## src/rtl/sf_pkg.sv

```systemverilog
// Shared encodings for the player action path: FSM state codes, controller bit positions
// and screen geometry used by the renderer side.
package sf_pkg;

  typedef enum logic [2:0] {
    ST_IDLE      = 3'd0,
    ST_WALK      = 3'd1,
    ST_CROUCH    = 3'd2,
    ST_JUMP_UP   = 3'd3,
    ST_JUMP_DOWN = 3'd4,
    ST_ATTACK    = 3'd5,
    ST_COOLDOWN  = 3'd6,
    ST_SHIELD    = 3'd7
  } state_t;

  localparam int CTRL_LEFT   = 1;
  localparam int CTRL_RIGHT  = 2;
  localparam int CTRL_UP     = 3;
  localparam int CTRL_DOWN   = 4;
  localparam int CTRL_ATTACK = 5;
  localparam int CTRL_SHIELD = 6;

  localparam int H_VISIBLE = 640;
  localparam int V_VISIBLE = 480;
  localparam int SPRITE_W  = 32;

endpackage

```

## src/rtl/tick_gen.sv

```systemverilog
// Free-running divider: one-clk registered pulse every TICK_MAX clocks, first pulse
// TICK_MAX clocks after reset is released.
module tick_gen #(
  parameter int TICK_MAX = 714285
) (
  input  logic clk,
  input  logic rst,
  output logic tick
);

  localparam int            CW   = (TICK_MAX > 1) ? $clog2(TICK_MAX) : 1;
  localparam logic [CW-1:0] LAST = CW'(TICK_MAX - 1);

  logic [CW-1:0] count;

  // NOTE: sequential state uses non-blocking assignments so every register samples pre-edge values.
  always_ff @(posedge clk) begin
    if (rst) begin
      count <= '0;
      tick  <= 1'b0;
    end else begin
      tick  <= (count == LAST);
      count <= (count == LAST) ? '0 : count + 1'b1;
    end
  end

endmodule

```

## src/rtl/player_action_ctrl.sv

```systemverilog
// Per-player action sequencer: controller vector in, registered position and action state out.
// Optional feature macro: PLAYER_DOUBLE_JUMP_EN (one extra jump per airtime on an up edge).
module player_action_ctrl
  import sf_pkg::*;
#(
  parameter int TICK_MAX       = 714285,
  parameter int X_INIT         = 300,
  parameter int Y_GROUND       = 300,
  parameter int X_MIN          = 0,
  parameter int X_MAX          = 608,
  parameter int JUMP_HEIGHT    = 64,
  parameter int JUMP_STEP      = 2,
  parameter int ATTACK_TICKS   = 12,
  parameter int COOLDOWN_TICKS = 20
) (
  input  logic       clk,
  input  logic       rst,
  input  logic [6:0] ctrl_in,
  output logic [9:0] player_x,
  output logic [9:0] player_y,
  output logic [2:0] state,
  output logic       attack_active,
  output logic       shield_active,
  output logic       facing,
  output logic       tick
);

  localparam int         CNT_MAX = (ATTACK_TICKS > COOLDOWN_TICKS) ? ATTACK_TICKS : COOLDOWN_TICKS;
  localparam int         CNT_W   = $clog2(CNT_MAX + 1);
  localparam logic [9:0] APEX    = 10'(Y_GROUND - JUMP_HEIGHT);

  logic left, right, up, down, attack, shield;
  logic unused_bit0;

  assign left        = ctrl_in[CTRL_LEFT];
  assign right       = ctrl_in[CTRL_RIGHT];
  assign up          = ctrl_in[CTRL_UP];
  assign down        = ctrl_in[CTRL_DOWN];
  assign attack      = ctrl_in[CTRL_ATTACK];
  assign shield      = ctrl_in[CTRL_SHIELD];
  assign unused_bit0 = ctrl_in[0];

  tick_gen #(.TICK_MAX(TICK_MAX)) u_tick_gen (
    .clk  (clk),
    .rst  (rst),
    .tick (tick)
  );

  state_t           state_q, state_d;
  logic [9:0]       x_q, x_d, y_q, y_d;
  logic             facing_q, facing_d;
  logic [CNT_W-1:0] cnt_q, cnt_d;
  logic             armed_q, armed_d;
  logic [9:0]       apex;

  // One step left/right in signed 11-bit space, clamped so x never wraps below zero.
  function automatic logic [9:0] step_x(input logic [9:0] x, input logic dec, input logic inc);
    logic signed [10:0] nx;
    nx = $signed({1'b0, x});
    if (dec && !inc)      nx = nx - 11'sd1;
    else if (inc && !dec) nx = nx + 11'sd1;
    if (nx < $signed(11'(X_MIN)))      nx = $signed(11'(X_MIN));
    else if (nx > $signed(11'(X_MAX))) nx = $signed(11'(X_MAX));
    return 10'(nx);
  endfunction

  logic signed [10:0] y_rise, y_fall;
  assign y_rise = $signed({1'b0, y_q}) - $signed(11'(JUMP_STEP));
  assign y_fall = $signed({1'b0, y_q}) + $signed(11'(JUMP_STEP));

`ifdef PLAYER_DOUBLE_JUMP_EN
  logic             up_prev_q, dj_used_q, dj_used_d;
  logic [9:0]       apex_q, apex_d;
  logic             up_edge;
  logic signed [10:0] dj_apex;

  assign apex    = apex_q;
  assign up_edge = up && !up_prev_q && !dj_used_q;
  assign dj_apex = $signed({1'b0, y_q}) - $signed(11'(JUMP_HEIGHT));

  always_ff @(posedge clk) begin
    if (rst) begin
      up_prev_q <= 1'b0;
      dj_used_q <= 1'b0;
      apex_q    <= APEX;
    end else if (tick) begin
      up_prev_q <= up;
      dj_used_q <= dj_used_d;
      apex_q    <= apex_d;
    end
  end
`else
  assign apex = APEX;
`endif

  // NOTE: every variable gets its hold value first so no path leaves one unassigned (no latches).
  always_comb begin
    state_d  = state_q;
    x_d      = x_q;
    y_d      = y_q;
    facing_d = facing_q;
    cnt_d    = cnt_q;
    armed_d  = armed_q;
`ifdef PLAYER_DOUBLE_JUMP_EN
    apex_d    = apex_q;
    dj_used_d = dj_used_q;
`endif
    if (tick) begin
      if (!attack) armed_d = 1'b1;
      unique case (state_q)
        ST_IDLE, ST_WALK, ST_CROUCH: begin
          if (shield) begin
            state_d = ST_SHIELD;
          end else if (attack && armed_q) begin
            state_d = ST_ATTACK;
            cnt_d   = CNT_W'(ATTACK_TICKS);
            armed_d = 1'b0;
          end else if (up) begin
            state_d = ST_JUMP_UP;
          end else if (down) begin
            state_d = ST_CROUCH;
          end else if (left ^ right) begin
            state_d  = ST_WALK;
            x_d      = step_x(x_q, left, right);
            facing_d = left;
          end else begin
            state_d = ST_IDLE;
          end
        end
        ST_JUMP_UP, ST_JUMP_DOWN: begin
          x_d = step_x(x_q, left, right);
`ifdef PLAYER_DOUBLE_JUMP_EN
          if (up_edge) begin
            state_d   = ST_JUMP_UP;
            apex_d    = (dj_apex < 11'sd0) ? 10'd0 : 10'(dj_apex);
            dj_used_d = 1'b1;
          end else
`endif
          if (state_q == ST_JUMP_UP) begin
            if (y_rise <= $signed({1'b0, apex})) begin
              y_d     = apex;
              state_d = ST_JUMP_DOWN;
            end else begin
              y_d = 10'(y_rise);
            end
          end else begin
            if (y_fall >= $signed(11'(Y_GROUND))) begin
              y_d     = 10'(Y_GROUND);
              state_d = ST_IDLE;
`ifdef PLAYER_DOUBLE_JUMP_EN
              apex_d    = APEX;
              dj_used_d = 1'b0;
`endif
            end else begin
              y_d = 10'(y_fall);
            end
          end
        end
        ST_ATTACK: begin
          cnt_d = cnt_q - 1'b1;
          if (cnt_q == CNT_W'(1)) begin
            state_d = ST_COOLDOWN;
            cnt_d   = CNT_W'(COOLDOWN_TICKS);
          end
        end
        ST_COOLDOWN: begin
          cnt_d = cnt_q - 1'b1;
          if (cnt_q == CNT_W'(1)) state_d = ST_IDLE;
        end
        ST_SHIELD: begin
          if (!shield) state_d = ST_IDLE;
        end
      endcase
    end
  end

  always_ff @(posedge clk) begin
    if (rst) begin
      state_q  <= ST_IDLE;
      x_q      <= 10'(X_INIT);
      y_q      <= 10'(Y_GROUND);
      facing_q <= 1'b0;
      cnt_q    <= '0;
      armed_q  <= 1'b0;
    end else begin
      state_q  <= state_d;
      x_q      <= x_d;
      y_q      <= y_d;
      facing_q <= facing_d;
      cnt_q    <= cnt_d;
      armed_q  <= armed_d;
    end
  end

  assign player_x      = x_q;
  assign player_y      = y_q;
  assign state         = state_q;
  assign facing        = facing_q;
  assign attack_active = (state_q == ST_ATTACK);
  assign shield_active = (state_q == ST_SHIELD);

endmodule

```

## config.mk

```make
export PLATFORM = sky130hd
export DESIGN_NAME = player_action_ctrl
export DESIGN_NICKNAME = d
export VERILOG_FILES = /design/src/rtl/sf_pkg.sv /design/src/rtl/tick_gen.sv /design/src/rtl/player_action_ctrl.sv
export SDC_FILE = /design/constraint.sdc
export NUM_CORES = 1
export LEC_CHECK = 0
export BUFFER_PORTS_ARGS = -buffer_cell sky130_fd_sc_hd__buf_4
export CAP_MARGIN = 20
export CORE_ASPECT_RATIO = 0.6
export CORE_MARGIN = 2
export CORE_UTILIZATION = 30
export DETAILED_ROUTE_END_ITERATION = 12
export GPL_TIMING_DRIVEN = 0
export PLACE_DENSITY = 0.51
export SLEW_MARGIN = 5
export SYNTH_ARGS = -nofsm -noshare
export SYNTH_HDL_FRONTEND = slang
export SYNTH_SLANG_ARGS = --single-unit
```

## constraint.sdc

```tcl
create_clock -name clk -period 2.5 [get_ports clk]
set_input_delay 0.125 -clock clk [delete_from_list [all_inputs] [get_ports clk]]
set_output_delay 0.125 -clock clk [all_outputs]
set_load 0.05 [all_outputs]
```

==> results of run 1 <==
path summary, 6_finish.rpt:
| kind | from | endpoint | slack [ns] | cells after the start |
|---|---|---|---|---|
| worst max-delay path | player_y[2] | player_y[3] | -0.04 | 11 |
| worst min-delay path | rst | player_y[4] | 0.12 | 2 |
| worst max register to register | player_y[2] | player_y[3] | -0.04 | 11 |
| worst min register to register | u_tick_gen.count[0] | u_tick_gen.count[0] | 0.48 | 1 |
layout by cell type (no fill, tap or decap), types with 7 or more instances in the layout:
master / count
buf_4: 48
nor2_1: 47
dfxtp_1: 44
nand2_1: 43
a21oi_1: 25
o21ai_0: 23
xor2_1: 17
nor3_1: 16
inv_1: 14
buf_2: 10
nand3_1: 10
and3_1: 9
nand4_1: 9
nor2b_1: 8
xnor2_1: 8
ha_1: 8
clkbuf_1: 7
registers in the layout, indices dropped and copies added, names as in the netlist:
| name | flops |
|---|---|
| u_tick_gen.count | 20 |
| state | 3 |
| player_x | 10 |
| u_tick_gen.tick | 1 |
| armed_q | 1 |
| player_y | 9 |
| cnt_q | 5 |
| facing | 1 |
report_power, final:
part	total [mW]	internal [mW]	switching, mW	leakage (nW)
logic	0.0824	0.0324	0.0500	1.17
clock network	0.723	0.378	0.346	0.0704
registers	0.800	0.795	0.00431	0.405
total	1.61	1.21	0.400	1.64
critical path: cells and delay by family (launching register included):
kind / cells / cell delay [ns]
flops: 1 / 0.37
fa+ha+maj: 1 / 0.18
compound gates: 5 / 1.21
simple gates: 2 / 0.22
buf+inv: 3 / 0.44
stage by stage:
step / cells / hold WS (ns)
after floorplan: 461 / 0.303
after CTS: 669 / 0.117
final: 677 / 0.118
after detailed placement: 658 / 0.432
after global placement: 658 / 0.430
after global routing: 677 / 0.119
cell type report:
type | count | area [µm²] | share of cell area, %
Buffer | 29 | 203 | 4.43
Clock inverter | 3 | 25.0 | 0.546
Inverter | 19 | 76.3 | 1.67
Sequential cell | 50 | 1020 | 22.2
Tap cell | 165 | 206 | 4.51
Clock buffer | 5 | 125 | 2.73
Timing Repair Buffer | 44 | 330 | 7.21
Multi-Input combinational cell | 362 | 2590 | 56.7
metal layers:
layer / GRT usage (%) / vias to the layer above
li1: - / 1780
met1: 26.6 / 1782
met2: 20.2 / 122
met3: 3.35 / 11
met4: 3.88 / 0
met5: 0 / -
logic make-up (layout without fill, tap and decap cells):
family / count (synthesis) / after routing
DFF: 50 / 50
AOI/OAI and AO/OA: 125 / 125
adders and majority gates: 11 / 11
buffers and inverters: 49 / 100
xor gates and xnor gates: 28 / 28
other: 1 / 1
muxes: 3 / 3
and+or+nand+nor: 194 / 194
repair_timing:
action / in CTS / in global routing
gates resized for setup: 13 / 34
pin swaps: 6 / 26
hold buffers: 0 / 0
setup endpoints to repair: 13 / 19
hold endpoints to repair: 0 / 0
setup buffers: 4 / 8
==> impl_metrics.yaml, run 1 <==
run_status:
  outcome: "finished, violations left"
  violations: "negative setup slack"
routing:
  dr_wl_met3_um: 663
  drc: 0
  via_count: 3695
  drtIter0Drc: 397
  wl_met1_um: 6110
  via_per_inst: 5.46
  drt-total-wl_um: 10900
  met2_length_um: 4060
  detail_route.wl_per_cell_um: 16.2
  final_antenna_net_count: 0
  firstDrtPassIters: 5
  highest_layer: "met4"
setup_path:
  startpoint_type: "register"
  cp_max_fo: 10
  crit_required_ns: 2.69
  crit_top_cell: "buf_4"
  crit_path_max_incr_delay_ns: 0.42
  cp-end-kind: "register"
  worstPathArrival_ns: 2.73
  path_cells: "buf_4, inv_4, ha_4, nor4b_4, a2111oi_1, a31o_2, a221oi_4, buf_4, o32ai_2, nand2_1, a211o_1"
  cpMaxStageDelayCell: "a2111oi_1"
  crit_type: "reg2reg"
yosys:
  yosys.area_share.simple_pct: 28.4
  synth_xor_area_share_pct: 6.88
  ys_ff_latch: 50
  synth_warnings: 0
  synth_top_family_by_area: "simple AND/OR/NAND/NOR gates"
  syn_area_um2: 3670
  synth-edff-count: 0
  yosys.area.top_type: "dfxtp_1"
  avgSynthCellArea_um2: 7.97
  ys_top_cells_by_count: "50 x dfxtp_1, 49 x nor2_1, 44 x nand2_1"
  ys_top_cells_by_area: "dfxtp_1 27%, nor2_1 5.0%, nand2_1 4.5%"
  synth.most_common_cell: "dfxtp_1"
  synth_seq_area_share_pct: 27.2
  synth.area.mux_share_pct: 0.851
  synth_cell_types: 83
  ys.flop_type: "dfxtp_1"
  postSynthCellCount: 461
  async_reset_ff_share_pct: 0
  yosys.area_share.adder_pct: 3.75
  synth_nets: 481
  synth_compound_area_share_pct: 25.6
  synth_top_area_share_pct: 27.2
place:
  dp_slack_ns: -0.334
  place_hpwl_um: 7710
  portBuffers: 32
  gp_congestion: 0.894
  placed_cell_area_um2: 4150
power_and_ir_drop:
  p_per_area_nw_per_um2: 351
  leakage_nw: 1.64
  power_mw: 1.61
  ir_worst_vdd_mv: 0.204
sta:
  max_slew_margin_pct: 47.0
  hold_viol: 0
  slew_viol_final: 0
  rsz0062_at_grt: "yes"
  fin_skew_ns: 0.00378
  fmax_mhz: 394
  tns_ns: -0.145
  setup_violations: 6
  tightest_slew_ns: 0.789
  period_minus_slack_ns: 2.54
  finalWorstSetupSlack_ns: -0.0374
  final.period_utilization_pct: 101
global_route:
  grt_pass1_wl_um: 17200
  grt-ovfl-total: 0
  antenna_found_initial: 0
  grt_start_max_net_pins: 18
  first_global_vias: 3209
  grt_use_total_pct: 16.1
floorplanning:
  start_util_pct: 30.7
  core_um2: 12000
  std_cell_rows: 31
  die_h_um: 89.7
  io_pins: 36
  dieWidth_um: 147
  die-area_um2: 13200
clock_tree:
  cts_max_level: 2
  numCtsBuffers: 5
  clock_path_buffers: 2
  clk_pin_slew_ns: 0.07
  root_buffer: "clkbuf_16"
  cts.sinks: 50
  clock_latency_ns: 0.30
  cts_tree: "built"
finish:
  syn2layout_area_growth_pct: 24.7
  antennaDiodeCount: 0
  finish.instance_area_um2: 4580
  fin_util_pct: 38.2
  fillers: 1222
  final_layout_size_suffix_gt1_share_pct: 27.7
  final_net_count: 531
job:
  cap_viol_max_count: 0
worst_hold_path:
  hold_class: "in2reg"
Note: power is estimated with default switching activity, not from simulation.
==> run 2, diff against run 1 <==
PLACE_DENSITY = default   (was 0.51)
==> run 2 against run 1 <==
  * The flow now finishes without violations
  * First-iteration DRC count decreased by 24%
  * Total power decreased by 4.6%
  * Combinational power decreased by 2%
  * Die area unchanged
  * Final area increased by 0.19%
  * Worst setup slack improved by 0.13 ns
  * Wire length decreased by 2.2%
  * Sequential cell count unchanged
  * Clock skew about the same
  * Sequential share of layout area about the same
  * Critical endpoint is now player_x[1]
  * Largest cell class unchanged
==> impl_metrics.yaml, run 2 (synthesized netlist as in run 1, its figures left out) <==
run_status:
  outcome: "finished, final reports clean"
floorplanning:
  dieWidth_um: 147
  die-area_um2: 13200
  std_cell_rows: 31
  core_um2: 12000
  start_util_pct: 30.7
  die_h_um: 89.7
  io_pins: 36
clock_tree:
  clock_latency_ns: 0.29
  cts_tree: "built"
  cts_hold_buf: 0
  clk_pin_slew_ns: 0.06
  cts.sinks: 50
  root_buffer: "clkbuf_16"
  clock_path_buffers: 2
  numCtsBuffers: 5
  cts_max_level: 2
setup_path:
  worstPathArrival_ns: 2.61
  cpMaxStageDelayCell: "or4_4"
  crit_type: "reg2reg"
  path_cells: "inv_1, ha_1, mux2_2, a21oi_1, or4_4, a311oi_4, buf_4, o211ai_1, o32ai_2"
  cp-end-kind: "register"
  startpoint_type: "register"
  r2r_slack_ns: 0.09
  crit_required_ns: 2.70
  crit_path_max_incr_delay_ns: 0.54
  cp_max_fo: 8
finish:
  final_net_count: 531
  fin_util_pct: 38.3
  largest_register_ffs: 20
  regMostFlops: "u_tick_gen.count"
  antennaDiodeCount: 0
  final_common_cell: "buf_4"
  syn2layout_area_growth_pct: 24.9
  mostFrequentLayoutCells: "47 x buf_4, 46 x nor2_1, 43 x dfxtp_1"
  final_layout_size_suffix_gt1_share_pct: 28.4
global_route:
  grt_start_max_net_pins: 15
  grt_pass1_wl_um: 17100
  antenna_found_initial: 0
  grt_use_total_pct: 16.0
  first_global_vias: 3359
  grt-ovfl-total: 0
power_and_ir_drop:
  ir_worst_vdd_mv: 0.311
  power_mw: 1.53
  power.share.combinational_pct: 5.3
  sw_frac_of_total_pct: 22.3
  seqPwrFrac_pct: 52.2
  p_int_mw: 1.19
  pwr-share-clk_pct: 42.5
  p_per_area_nw_per_um2: 334
  p_switching_uw: 342
  leakage_nw: 1.67
place:
  dp_slack_ns: -0.330
  portBuffers: 32
  place_hpwl_um: 7780
  gp_congestion: 0.966
sta:
  fmax_mhz: 415
  setup_violations: 0
  hold_viol: 0
  slew_viol_final: 0
  final.period_utilization_pct: 96.3
  period_minus_slack_ns: 2.41
  rsz0062_at_grt: "yes"
  max_slew_margin_pct: 44.2
  tightest_slew_ns: 0.832
  fin_skew_ns: 0.00364
  finalWorstSetupSlack_ns: 0.0915
routing:
  firstDrtPassIters: 5
  detail_route.wl_per_cell_um: 15.8
  drt-total-wl_um: 10700
  drc: 0
  final_antenna_net_count: 0
  via_count: 3621
  via_per_inst: 5.36
  drtIter0Drc: 300
job:
  cap_viol_max_count: 0
worst_hold_path:
  hold_class: "in2reg"
run 2: critical path: cells and delay by family (launching register included):
family / cells / cell delay (ns)
compound gates: 4 / 0.57
fa+ha+maj: 1 / 0.34
buf+inv: 2 / 0.25
flops: 1 / 0.39
mux: 1 / 0.24
simple gates: 1 / 0.54
run 2: path summary, 6_finish.rpt:
kind          startpoint          end  cells after the start
max          player_x[0]  player_x[1]                      9
min                  rst  player_y[4]                      2
max reg2reg  player_x[0]  player_x[1]                      9
min reg2reg     cnt_q[4]     cnt_q[4]                      1
run 2: power by group through the flow:
stage | sequential (mW) | clock [mW] | combinational (mW)
after CTS | 0.800 | 0.678 | 0.0796
final | 0.800 | 0.651 | 0.0807
after floorplan | 0.817 | 0 | 0.0520
after global routing | 0.800 | 0.722 | 0.0883
after global placement | 0.818 | 0 | 0.0770
after detailed placement | 0.818 | 0 | 0.0791
run 2: per-stage QoR:
step                      setup TNS (ns)  hold slack, ns  cells  cell area (µm²)
final                                  0           0.121    676             4590
after global routing             -0.0223           0.109    676             4590
after CTS                              0           0.123    667             4350
after detailed placement           -3.04           0.439    658             4150
after global placement             -3.03           0.425    658             4150
after floorplan                        0           0.303    461             3700
run 2: area by class of cell:
cell class,instances,area [µm²]
Multi-Input combinational cell,362,2600
Timing Repair Buffer,44,330
Clock buffer,5,125
Buffer,29,214
Clock inverter,2,10.0
Inverter,19,78.8
Fill cell,1239,7400
Sequential cell,50,1020
Tap cell,165,206
run 2: metal layers:
metal	wire [µm]	GRT usage [%]	vias to the layer above
li1	-	-	1779
met1	5470	24.7	1714
met2	4300	21.6	124
met3	852	4.26	4
met4	78	3.96	0
met5	0	0	-
run 2: timing repair:
item	in CTS	in global routing
gates resized for setup	12	42
pin swaps	4	7
endpoints found under the setup margin	13	17
buffers inserted	3	9
